<file path="config.mk">
export PLATFORM = sky130hd
export DESIGN_NAME = mem_bus_arbiter_flat
export DESIGN_NICKNAME = d
export VERILOG_FILES = /design/src/rtl/mem_bus_arbiter_if.sv /design/src/rtl/mem_bus_arbiter.sv /design/src/flat_wrapper.sv
export SDC_FILE = /design/constraint.sdc
export NUM_CORES = 1
export LEC_CHECK = 0
export BUFFER_PORTS_ARGS = -buffer_cell sky130_fd_sc_hd__buf_2
export CAP_MARGIN = 20
export CORE_ASPECT_RATIO = 1.1
export CORE_UTILIZATION = 47
export CTS_CLUSTER_DIAMETER = 150
export DETAILED_ROUTE_END_ITERATION = 8
export GPL_TIMING_DRIVEN = 0
export PLACE_DENSITY = 0.78
export REMOVE_ABC_BUFFERS = 1
export SLEW_MARGIN = 15
export SYNTH_ARGS = -nofsm -noshare
export SYNTH_HDL_FRONTEND = slang
export SYNTH_SLANG_ARGS = --single-unit
</file>
<file path="constraint.sdc">
create_clock -name clk -period 6.41 [get_ports clk]
set_clock_uncertainty 0.05 [all_clocks]
set_input_delay 0.641 -clock clk [delete_from_list [all_inputs] [get_ports clk]]
set_output_delay 0.641 -clock clk [all_outputs]
set_load 0.01 [all_outputs]
</file>
<file path="src/rtl/mem_bus_arbiter_if.sv">
// +-----------------------------------------------------------------------+
// | mem_bus_arbiter_if : pipeline-side and bus-side signals of the arbiter |
// | Rev 1.0                                                                |
// +-----------------------------------------------------------------------+
`default_nettype none

interface mem_bus_arbiter_if;
   logic        if_req;
   logic [31:0] if_addr;
   logic [31:0] if_rdata;
   logic        if_ready;
   logic        mem_req;
   logic        mem_wen;
   logic [31:0] mem_addr;
   logic [31:0] mem_wdata;
   logic [3:0]  mem_be;
   logic [31:0] mem_rdata;
   logic        mem_ready;
   logic        bus_req;
   logic        bus_wen;
   logic [31:0] bus_addr;
   logic [31:0] bus_wdata;
   logic [3:0]  bus_be;
   logic [31:0] bus_rdata;
   logic        bus_ack;
   logic        pause;
   logic        bus_err;

   // arbiter side
   modport slave (
      input  if_req, if_addr, mem_req, mem_wen, mem_addr, mem_wdata, mem_be,
             bus_rdata, bus_ack,
      output if_rdata, if_ready, mem_rdata, mem_ready, bus_req, bus_wen,
             bus_addr, bus_wdata, bus_be, pause, bus_err
   );

   // pipeline and memory side
   modport master (
      output if_req, if_addr, mem_req, mem_wen, mem_addr, mem_wdata, mem_be,
             bus_rdata, bus_ack,
      input  if_rdata, if_ready, mem_rdata, mem_ready, bus_req, bus_wen,
             bus_addr, bus_wdata, bus_be, pause, bus_err
   );
endinterface

`default_nettype wire

</file>
<file path="src/rtl/mem_bus_arbiter.sv">
// +-----------------------------------------------------------------------+
// | mem_bus_arbiter : shares one memory bus between fetch and load/store,  |
// | data first, with sticky completion flags and timeout abort. Rev 1.0    |
// +-----------------------------------------------------------------------+
`default_nettype none

module mem_bus_arbiter #(
   parameter int TIMEOUT = 255
) (
   input  logic              clk,
   input  logic              rst,
   mem_bus_arbiter_if.slave  arb
);
   typedef enum logic [1:0] {
      ST_IDLE = 2'd0,
      ST_DATA = 2'd1,
      ST_INST = 2'd2
   } state_t;

   localparam logic [15:0] c_last_cnt = 16'(TIMEOUT - 1);

   state_t      r_state;
   logic [15:0] r_cnt;
   logic        r_if_done;
   logic        r_mem_done;
   logic [31:0] r_if_rdata;
   logic [31:0] r_mem_rdata;
   logic        r_bus_req;
   logic        r_bus_wen;
   logic [31:0] r_bus_addr;
   logic [31:0] r_bus_wdata;
   logic [3:0]  r_bus_be;
   logic        r_bus_err;

   logic w_if_pend;
   logic w_mem_pend;
   logic w_pause;
   logic w_timeout;

   assign w_if_pend  = arb.if_req & ~r_if_done;
   assign w_mem_pend = arb.mem_req & ~r_mem_done;
   assign w_pause    = w_if_pend | w_mem_pend;
   // An ack in the final allowed cycle still counts as a completion.
   assign w_timeout  = ~arb.bus_ack & (r_cnt == c_last_cnt);

   always_ff @(posedge clk or posedge rst) begin
      if (rst) begin
         r_state     <= ST_IDLE;
         r_cnt       <= '0;
         r_if_done   <= 1'b0;
         r_mem_done  <= 1'b0;
         r_if_rdata  <= '0;
         r_mem_rdata <= '0;
         r_bus_req   <= 1'b0;
         r_bus_wen   <= 1'b0;
         r_bus_addr  <= '0;
         r_bus_wdata <= '0;
         r_bus_be    <= '0;
         r_bus_err   <= 1'b0;
      end else begin
         r_bus_err <= 1'b0;
         case (r_state)
            ST_IDLE: begin
               if (w_mem_pend) begin
                  r_state     <= ST_DATA;
                  r_bus_req   <= 1'b1;
                  r_bus_wen   <= arb.mem_wen;
                  r_bus_addr  <= arb.mem_addr;
                  r_bus_wdata <= arb.mem_wdata;
                  r_bus_be    <= arb.mem_be;
               end else if (w_if_pend) begin
                  r_state     <= ST_INST;
                  r_bus_req   <= 1'b1;
                  r_bus_wen   <= 1'b0;
                  r_bus_addr  <= arb.if_addr;
                  r_bus_wdata <= '0;
                  r_bus_be    <= 4'b1111;
               end
            end
            ST_DATA, ST_INST: begin
               if (arb.bus_ack || w_timeout) begin
                  r_state   <= ST_IDLE;
                  r_bus_req <= 1'b0;
                  r_cnt     <= '0;
                  r_bus_err <= w_timeout;
                  if (r_state == ST_DATA) begin
                     r_mem_done  <= 1'b1;
                     r_mem_rdata <= (arb.bus_ack && !r_bus_wen) ? arb.bus_rdata : '0;
                  end else begin
                     r_if_done  <= 1'b1;
                     r_if_rdata <= arb.bus_ack ? arb.bus_rdata : '0;
                  end
               end else begin
                  r_cnt <= r_cnt + 16'd1;
               end
            end
            default: r_state <= ST_IDLE;
         endcase
         // Pipeline advance wins over any flag set in the same cycle.
         if (!w_pause) begin
            r_if_done  <= 1'b0;
            r_mem_done <= 1'b0;
         end
      end
   end

   assign arb.if_ready  = r_if_done;
   assign arb.mem_ready = r_mem_done;
   assign arb.if_rdata  = r_if_rdata;
   assign arb.mem_rdata = r_mem_rdata;
   assign arb.bus_req   = r_bus_req;
   assign arb.bus_wen   = r_bus_wen;
   assign arb.bus_addr  = r_bus_addr;
   assign arb.bus_wdata = r_bus_wdata;
   assign arb.bus_be    = r_bus_be;
   assign arb.bus_err   = r_bus_err;
   assign arb.pause     = w_pause;

endmodule

`default_nettype wire

</file>
<file path="src/flat_wrapper.sv">
// flat-port wrapper written by rule: the top's interface ports become plain ports
module mem_bus_arbiter_flat 
#(
   parameter int TIMEOUT = 255
)
  (clk, rst, arb_if_req, arb_if_addr, arb_mem_req, arb_mem_wen, arb_mem_addr, arb_mem_wdata, arb_mem_be, arb_bus_rdata, arb_bus_ack, arb_if_rdata, arb_if_ready, arb_mem_rdata, arb_mem_ready, arb_bus_req, arb_bus_wen, arb_bus_addr, arb_bus_wdata, arb_bus_be, arb_pause, arb_bus_err);
  mem_bus_arbiter_if arb_i ();
  input  logic clk;
  input  logic rst;
  input wire logic [$bits(arb_i.if_req)-1:0] arb_if_req;
  input wire logic [$bits(arb_i.if_addr)-1:0] arb_if_addr;
  input wire logic [$bits(arb_i.mem_req)-1:0] arb_mem_req;
  input wire logic [$bits(arb_i.mem_wen)-1:0] arb_mem_wen;
  input wire logic [$bits(arb_i.mem_addr)-1:0] arb_mem_addr;
  input wire logic [$bits(arb_i.mem_wdata)-1:0] arb_mem_wdata;
  input wire logic [$bits(arb_i.mem_be)-1:0] arb_mem_be;
  input wire logic [$bits(arb_i.bus_rdata)-1:0] arb_bus_rdata;
  input wire logic [$bits(arb_i.bus_ack)-1:0] arb_bus_ack;
  output wire logic [$bits(arb_i.if_rdata)-1:0] arb_if_rdata;
  output wire logic [$bits(arb_i.if_ready)-1:0] arb_if_ready;
  output wire logic [$bits(arb_i.mem_rdata)-1:0] arb_mem_rdata;
  output wire logic [$bits(arb_i.mem_ready)-1:0] arb_mem_ready;
  output wire logic [$bits(arb_i.bus_req)-1:0] arb_bus_req;
  output wire logic [$bits(arb_i.bus_wen)-1:0] arb_bus_wen;
  output wire logic [$bits(arb_i.bus_addr)-1:0] arb_bus_addr;
  output wire logic [$bits(arb_i.bus_wdata)-1:0] arb_bus_wdata;
  output wire logic [$bits(arb_i.bus_be)-1:0] arb_bus_be;
  output wire logic [$bits(arb_i.pause)-1:0] arb_pause;
  output wire logic [$bits(arb_i.bus_err)-1:0] arb_bus_err;
  assign arb_i.if_req = arb_if_req;
  assign arb_i.if_addr = arb_if_addr;
  assign arb_i.mem_req = arb_mem_req;
  assign arb_i.mem_wen = arb_mem_wen;
  assign arb_i.mem_addr = arb_mem_addr;
  assign arb_i.mem_wdata = arb_mem_wdata;
  assign arb_i.mem_be = arb_mem_be;
  assign arb_i.bus_rdata = arb_bus_rdata;
  assign arb_i.bus_ack = arb_bus_ack;
  assign arb_if_rdata = arb_i.if_rdata;
  assign arb_if_ready = arb_i.if_ready;
  assign arb_mem_rdata = arb_i.mem_rdata;
  assign arb_mem_ready = arb_i.mem_ready;
  assign arb_bus_req = arb_i.bus_req;
  assign arb_bus_wen = arb_i.bus_wen;
  assign arb_bus_addr = arb_i.bus_addr;
  assign arb_bus_wdata = arb_i.bus_wdata;
  assign arb_bus_be = arb_i.bus_be;
  assign arb_pause = arb_i.pause;
  assign arb_bus_err = arb_i.bus_err;
  mem_bus_arbiter #(.TIMEOUT(TIMEOUT)) u_core (.clk(clk), .rst(rst), .arb(arb_i));
endmodule
</file>
# Word-level counts from Yosys, hierarchy flattened
# Index checks and enable logic that the tools add are counted.
# Widths: inputs -> output; s select.
[totals]
ff_bits = 155
latch_bits = 0
ramBits = 0
rom_bits = 0
out_inout_bits = 138
mem_count = 0
[op_classes]
n_addsub = 1
n_mul = 0
n_div = 0
magnitude_cmp = 0
eq_ne = 9
shift = 0
mux = 29
bitwise = 8
n_reduce_logical = 14
[op_table]
columns = ["cell", "n"]
rows = [
  ["$mux 32", 6],
  ["$add 16x1->16 const B", 1],
  ["$eq 16x8->1 const B", 1],
  ["$mux 16", 1],
  ["$mux 1", 15],
  ["$reduce_and 3->1", 5],
  ["$mux 4", 2],
  ["$ne 2x1->1 const B", 4],
  ["$mux 2", 3],
  ["$not 1->1", 4],
  ["$pmux 2 s2", 1],
  ["$reduce_and 2->1", 2],
  ["$reduce_bool 2->1", 2],
  ["$and 1x1->1", 3],
  ["$ne 3x1->1 const B", 1],
  ["$eq 2x1->1 const B", 1],
  ["$eq 2x2->1 const B", 1],
  ["$logic_not 2->1", 1],
  ["$ne 2x2->1 const B", 1],
  ["$pmux 1 s2", 1],
  ["$reduce_or 2->1", 1],
  ["$logic_and 1x1->1", 1],
  ["$logic_not 1->1", 1],
  ["$logic_or 1x1->1", 1],
  ["$or 1x1->1", 1],
]

# Longest topological paths before layout
# Gate-level depths: netlist (run 1).
[depth]
ltp_word = 6
ltp_mapped = 8

# Worst setup path before layout (run 1)
# Ideal clock, no wire load.
[synth_timing]
kind = "register to register"
startpoint = "register u_core.r_cnt[0]"
endpoint = "register u_core.r_state[0]"
setup_time_ns = 0.121
t_arrival_ns = 2.088
slack_ns = 4.151
path_stages_with_launch = 8
n_path_buf = 1
path_cell_list = "dfrtp_1 -> inv_1 -> ha_1 -> or4b_4 -> or4_1 -> buf_2 -> a22o_1 -> a22o_1"
[synth_between]
elab_chain_cells = 5
[synth_rtl]
columns = ["item", "line", "text"]
rows = [
  ["from (decl)", "mem_bus_arbiter.sv:23", "logic [15:0] r_cnt;"],
  ["from (signal assigned)", "mem_bus_arbiter.sv:94", "r_cnt <= r_cnt + 16'd1;"],
  ["$eq 16x8->1", "mem_bus_arbiter.sv:44", "assign w_timeout = ~arb.bus_ack & (r_cnt == c_last_cnt);"],
  ["$and 1x1->1", "mem_bus_arbiter.sv:44", ""],
  ["$logic_or 1x1->1", "mem_bus_arbiter.sv:81", "if (arb.bus_ack || w_timeout) begin"],
  ["$ne 2x1->1 (no line)", "--", ""],
  ["$reduce_and 2->1 (no line)", "--", ""],
  ["to (signal assigned)", "mem_bus_arbiter.sv:48", "r_state <= ST_IDLE;"],
  ["to (signal assigned)", "mem_bus_arbiter.sv:82", "r_state <= ST_IDLE;"],
  ["to (signal assigned)", "mem_bus_arbiter.sv:97", "default: r_state <= ST_IDLE;"],
  ["to (decl)", "mem_bus_arbiter.sv:22", "state_t r_state;"],
]
# No other way between the ends.
# A chain may end at the register's enable or synchronous reset.

# Worst setup path after layout (run 1)
[layout_timing]
startpoint = "register u_core.r_mem_done (netlist: u_core.arb.mem_ready)"
endpoint = "output port arb_pause"
[layout_between]
elab_chain_cells = 3
[layout_rtl]
columns = ["item", "line", "text"]
rows = [
  ["from (decl)", "mem_bus_arbiter.sv:25", "logic r_mem_done;"],
  ["from (signal assigned)", "mem_bus_arbiter.sv:51", "r_mem_done <= 1'b0;"],
  ["from (signal assigned)", "mem_bus_arbiter.sv:87", "r_mem_done <= 1'b1;"],
  ["from (signal assigned)", "mem_bus_arbiter.sv:102", "r_mem_done <= 1'b0;"],
  ["$not 1->1", "mem_bus_arbiter.sv:41", "assign w_mem_pend = arb.mem_req & ~r_mem_done;"],
  ["$and 1x1->1", "mem_bus_arbiter.sv:41", ""],
  ["$or 1x1->1", "mem_bus_arbiter.sv:42", "assign w_pause = w_if_pend | w_mem_pend;"],
  ["to (decl)", "flat_wrapper.sv:28", "output wire logic [$bits(arb_i.pause)-1:0] arb_pause;"],
]
# No other way between the ends.

==> flow_summary.ini, run 1 <==
[logic_synthesis]
synth_warnings = 0
yosys.cell_count.top_type = dfrtp_1
syn_area_mm2 = 0.006255
synth_top_area_share = 0.6201
seq_area_frac_synth = 0.6201
synth_common_cells = 155 x dfrtp_1, 100 x a22o_1, 40 x nand2_1
synth_cells = 507
async_reset_ff_frac = 1.000
synth_top_cells_by_area = dfrtp_1 62%, a22o_1 14%, mux2i_1 5.1%, o21ai_0 2.9%, nand2_1 2.4%
yosysTopAreaCell = dfrtp_1
synth_edf_count = 0
synth.distinct_cells = 37
synth_top_flop_cell = dfrtp_1
syn_area_per_cell_um2 = 12.34
ys_ff_latch = 155

[setup_path]
start_kind = flop
arrival_ns = 1.98
startpoint = u_core.arb.mem_ready
cp_data_required_time_ns = 5.72
setup.worst_path.class = reg -> out
path_max_fanout = 19
end_kind = output pin
worstReg2RegStart = u_core.r_cnt[0]

[finish]
fillCellCount = 976
nets = 913
diodes = 0
fin_area_mm2 = 0.008484
drive_gt1_frac = 0.4136
utilization = 0.6626
synthToLayoutAreaGrowth_pct = 35.65
stdcell_count = 938

[sta]
fin_tns_setup_ns = 0
setup_viol_count_final = 0
rsz0062_at_grt = no
fmax_ghz = 0.3748
min_period_ns = 2.668
hold_ws_ns = 0.1803
maxSlewHeadroom = 0.4457
post-route-period-util = 0.4163
hold_violations = 0
maxSlewViolCount = 0
tightest_slew_ns = 0.8294

[global_route]
track_usage = 0.2522
grt_overflow = 0
antenna_found_initial = 1
grt_pass1_wl_um = 26720
grt_max_degree = 98
grt_pass1_vias = 5177

[detailed_routing]
first_iter_violations = 399
finalWirelength_um = 16700
wl_per_cell_um = 17.80
dr.pass1.iters = 8
via_per_inst = 5.498
ant_nets = 0
route.detailed.drc = 18
vias = 5157

[clock_tree]
cts.repair.resized = 0
cts.clk_slew.worst_paths_ns = 0.06
htree_levels = 4
cts_buffers = 17
postCtsSetupBuffers = 0
clk_path_buf_depth = 2
clk-insertion-delay-late_ns = 0.41
clkSinkCount = 155
cts_tree = built
cts_root_buf = clkbuf_16
hold_buffers = 0

[pwr]
peakVddDrop_v = 0.0002703
p_leak_nw = 4.468
power_density_mw_per_mm2 = 503.1

[die]
die-area_mm2 = 0.01377
ioPinCount = 276
die_w_um = 112.0
die_h_um = 123.0
placementRows = 43
coreArea_mm2 = 0.01280
initial_core_util = 0.4885

[placement]
place_area_mm2 = 0.007861
dpl.hpwl_um = 11770
place_congestion = 0.8492
placed_cells_incl_taps = 906
portBuffers = 275

[worst_hold_path]
worstHoldPathType = in -> async

[status]
violations = DRC
status = finished, violations left

[run]
maxCapViolCount = 0
final timing paths:
path	cells after the start	end	slack, ns
max	4	arb_pause	3.74
min	2	u_core.arb.bus_addr[20]	0.18
max reg2reg	7	u_core.arb.mem_rdata[26]	3.86
min reg2reg	2	u_core.arb.bus_addr[24]	0.42
max in group asynchronous	3	u_core.arb.mem_rdata[26]	5.31
min in group clk	2	u_core.arb.bus_be[1]	0.39
layer usage:
| metal | vias to the layer above | part of all wire | global-route usage |
|---|---|---|---|
| met3 | 13 | 0.082 | 0.08529 |
| met1 | 2532 | 0.40 | 0.3120 |
| met5 | - | 0.00078 | 0 |
| li1 | 2382 | - | - |
| met4 | 2 | 0.0086 | 0.08417 |
| met2 | 228 | 0.50 | 0.4185 |
layout make-up:
class	instances	area, um2	area share
Inverter	12	52.55	0.006194
Timing Repair Buffer	280	1506	0.1776
Clock buffer	18	439.2	0.05176
Clock inverter	14	182.7	0.02153
Multi-Input combinational cell	302	2228	0.2626
Tap cell	157	196.4	0.02315
Sequential cell	155	3879	0.4572
flip-flops by register name (all words and copies together), names as in the netlist:
register and flops:
u_core.arb.bus_wdata 32, u_core.arb.mem_ready 1, u_core.arb.mem_rdata 32, u_core.arb.if_ready 1, u_core.arb.bus_err 1, u_core.arb.bus_be 4, u_core.arb.bus_addr 32, u_core.r_state 2
u_core.arb.if_rdata 32, u_core.arb.bus_wen 1, u_core.r_cnt 16, u_core.arb.bus_req 1
cell families after synthesis:
family	synth area share
compound gates	0.1952
xor+xnor	0.01400
fa+ha+maj	0.01400
buf+inv	0.03101
flops	0.6201
mux	0.05121
simple gates	0.07442
worst max-delay path, cell delays in order, from the launching register on:
cell and delay [ns]:
dfrtp_1 0.43, nor2b_4 0.63, a21oi_1 0.21, inv_1 0.14
buf_2 0.15
through the flow:
stage,total power [mW],worst slack [ns]
3_5_place_dp,3.226,3.532
6_report,4.268,3.742
3_3_place_gp,3.128,0.1443
2_1_floorplan,2.501,1.541
4_1_cts,4.308,3.672
5_1_grt,4.540,3.574
layout by cell type (no fill, tap or decap), types with 2 or more instances in the layout:
master,n
o2bb2ai_1,4
a22o_1,100
nand2_1,40
nand2b_1,3
a21oi_1,6
o21ai_0,36
clkbuf_16,17
o21ai_4,2
nand3_1,5
buf_16,4
or2b_1,2
bufinv_16,3
ha_1,7
inv_6,4
inv_8,3
nor2_1,15
and2_2,2
clkinv_4,2
o22a_1,4
nand4_1,7
xnor2_1,10
nor3_1,6
buf_2,275
inv_1,11
mux2i_1,32
clkinv_2,2
nor4_1,6
dfrtp_1,155
power by group:
group / total, mW / leakage, nW / switching (mW) / internal [mW]
Sequential: 1.64 / 1.96 / 0.245 / 1.40
Clock: 1.05 / 0.306 / 0.418 / 0.633
Combinational: 1.58 / 2.20 / 0.859 / 0.717
Power figures use the tool's default switching activity.
==> run 2, diff against run 1 <==
==> constraint.sdc (replaced) <==
create_clock -name clk -period 2.6 [get_ports clk]
set_clock_uncertainty 0.05 [all_clocks]
set_input_delay 0.26 -clock clk [delete_from_list [all_inputs] [get_ports clk]]
set_output_delay 0.26 -clock clk [all_outputs]
set_load 0.01 [all_outputs]
==> flow_summary.ini, run 2 (synthesized netlist as in run 1, its figures left out) <==
[status]
status = finished, violations left
violations = DRC

[sta]
rsz0062_at_grt = no
post-route-period-util = 0.9373
fmax_ghz = 0.4103
maxSlewHeadroom = 0.4483
setup_viol_count_final = 0
min_period_ns = 2.437
fin_tns_setup_ns = 0
tightest_slew_ns = 0.8257
maxSlewViolCount = 0
hold_violations = 0

[pwr]
power_density_mw_per_mm2 = 1214
p_int_mw = 6.799
seqPwrFrac = 0.383
switchingPower_mw = 3.828
p_leak_nw = 4.581
p_sw_frac = 0.3602
peakVddDrop_v = 0.0006579
pwr-share-clk = 0.246
power_frac_comb = 0.371

[finish]
drive_gt1_frac = 0.3998
synthToLayoutAreaGrowth_pct = 39.97
layout_common_cells = 275 x buf_2, 155 x dfrtp_1, 100 x a22o_1
stdcell_count = 965
diodes = 0
layout_commonest_cell = buf_2
nets = 940

[die]
die-area_mm2 = 0.01377
initial_core_util = 0.4885
coreArea_mm2 = 0.01280
die_w_um = 112.0
ioPinCount = 276
placementRows = 43
die_h_um = 123.0

[detailed_routing]
via_per_inst = 5.541
first_iter_violations = 370
route.detailed.drc = 17
finalWirelength_um = 17600
vias = 5347
dr.pass1.iters = 9
ant_nets = 0
wl_per_cell_um = 18.23

[setup_path]
r2r_slack_ns = 0.16
path_max_fanout = 22
startpoint = u_core.r_cnt[2]
start_kind = flop
cp_data_required_time_ns = 2.84
end_kind = flop
arrival_ns = 2.68
setup.worst_path.class = reg -> reg
worstReg2RegStart = u_core.r_cnt[2]

[global_route]
track_usage = 0.2642
grt_pass1_vias = 5418
grt_overflow = 0
grt_pass1_wl_um = 28010
grt_max_degree = 98
antenna_found_initial = 1

[worst_hold_path]
hp-start = arb_mem_wdata[6]
worstHoldPathType = in -> reg

[run]
maxCapViolCount = 0

[clock_tree]
clkSinkCount = 155
cts.clk_slew.worst_paths_ns = 0.07
cts_tree = built
cts.repair.resized = 0
htree_levels = 4
clk-insertion-delay-late_ns = 0.41
cts_buffers = 17
cts_root_buf = clkbuf_16
clk_path_buf_depth = 2

[placement]
placed_cells_incl_taps = 906
portBuffers = 275
dpl.hpwl_um = 11770
place_congestion = 0.8492
run 2: changes by cell type in the layout (fill, tap and decap cells not counted), sizes merged:
cell and delta:
dlygate4sd3 +27
run 2: timing repair:
| action | CTS | global route |
|---|---|---|
| hold buffers | 27 | 0 |
| buffers inserted | 0 | 0 |
| endpoints found under the hold margin | 84 | 0 |
| endpoints found under the setup margin | 0 | 43 |
run 2: power groups by stage:
stage	Sequential, mW	Combinational, mW	Clock (mW)
6_report	4.07	3.94	2.61
5_1_grt	4.18	4.32	2.77
4_1_cts	4.04	3.95	2.66
3_5_place_dp	4.04	3.92	0
3_3_place_gp	4.00	3.72	0
2_1_floorplan	4.47	1.69	0
run 2: layer usage:
metal	GRT usage	wire [um]
met3	0.08529	1501
met2	0.4468	8812
met5	0	13
met1	0.3212	7001
met4	0.09167	267
run 2: through the flow:
step                worst slack (ns)    util  cell area [um2]  total power, mW  hold WS, ns
detailed placement           0.05140  0.6139             7861            7.954       0.2567
floorplan                     -1.888       -             6106            6.165       0.3360
global route                 0.06518  0.6837             8755            11.27     0.005213
finish                        0.1630  0.6837             8755            10.63      0.01551
CTS                          0.02756  0.6836             8753            10.65    0.0009667
global placement              -3.285  0.5997             7679            7.711       0.4068
run 2: path summary, 6_finish.rpt:
kind / end / cells after the start
max: u_core.arb.mem_rdata[26] / 5
min: u_core.arb.bus_wdata[6] / 2
max reg2reg: u_core.arb.mem_rdata[26] / 5
min reg2reg: u_core.arb.bus_addr[24] / 2
max in group asynchronous: u_core.arb.mem_rdata[26] / 4
min in group asynchronous: u_core.arb.bus_addr[20] / 3
run 2: cell type report:
cell class | count | area [um2]
inverter | 12 | 52.55
tap | 157 | 196.4
clock inverter | 14 | 182.7
timing repair buffer | 307 | 1777
multi-input combinational | 302 | 2228
clock buffer | 18 | 439.2
fill | 924 | 4050
sequential | 155 | 3879
run 2: critical path, stage by stage, from the launching register on:
cell	delay, ns
dfrtp_1	0.46
or4bb_1	0.59
nor4_4	0.58
o21ai_4	0.22
buf_16	0.22
a22o_1	0.20
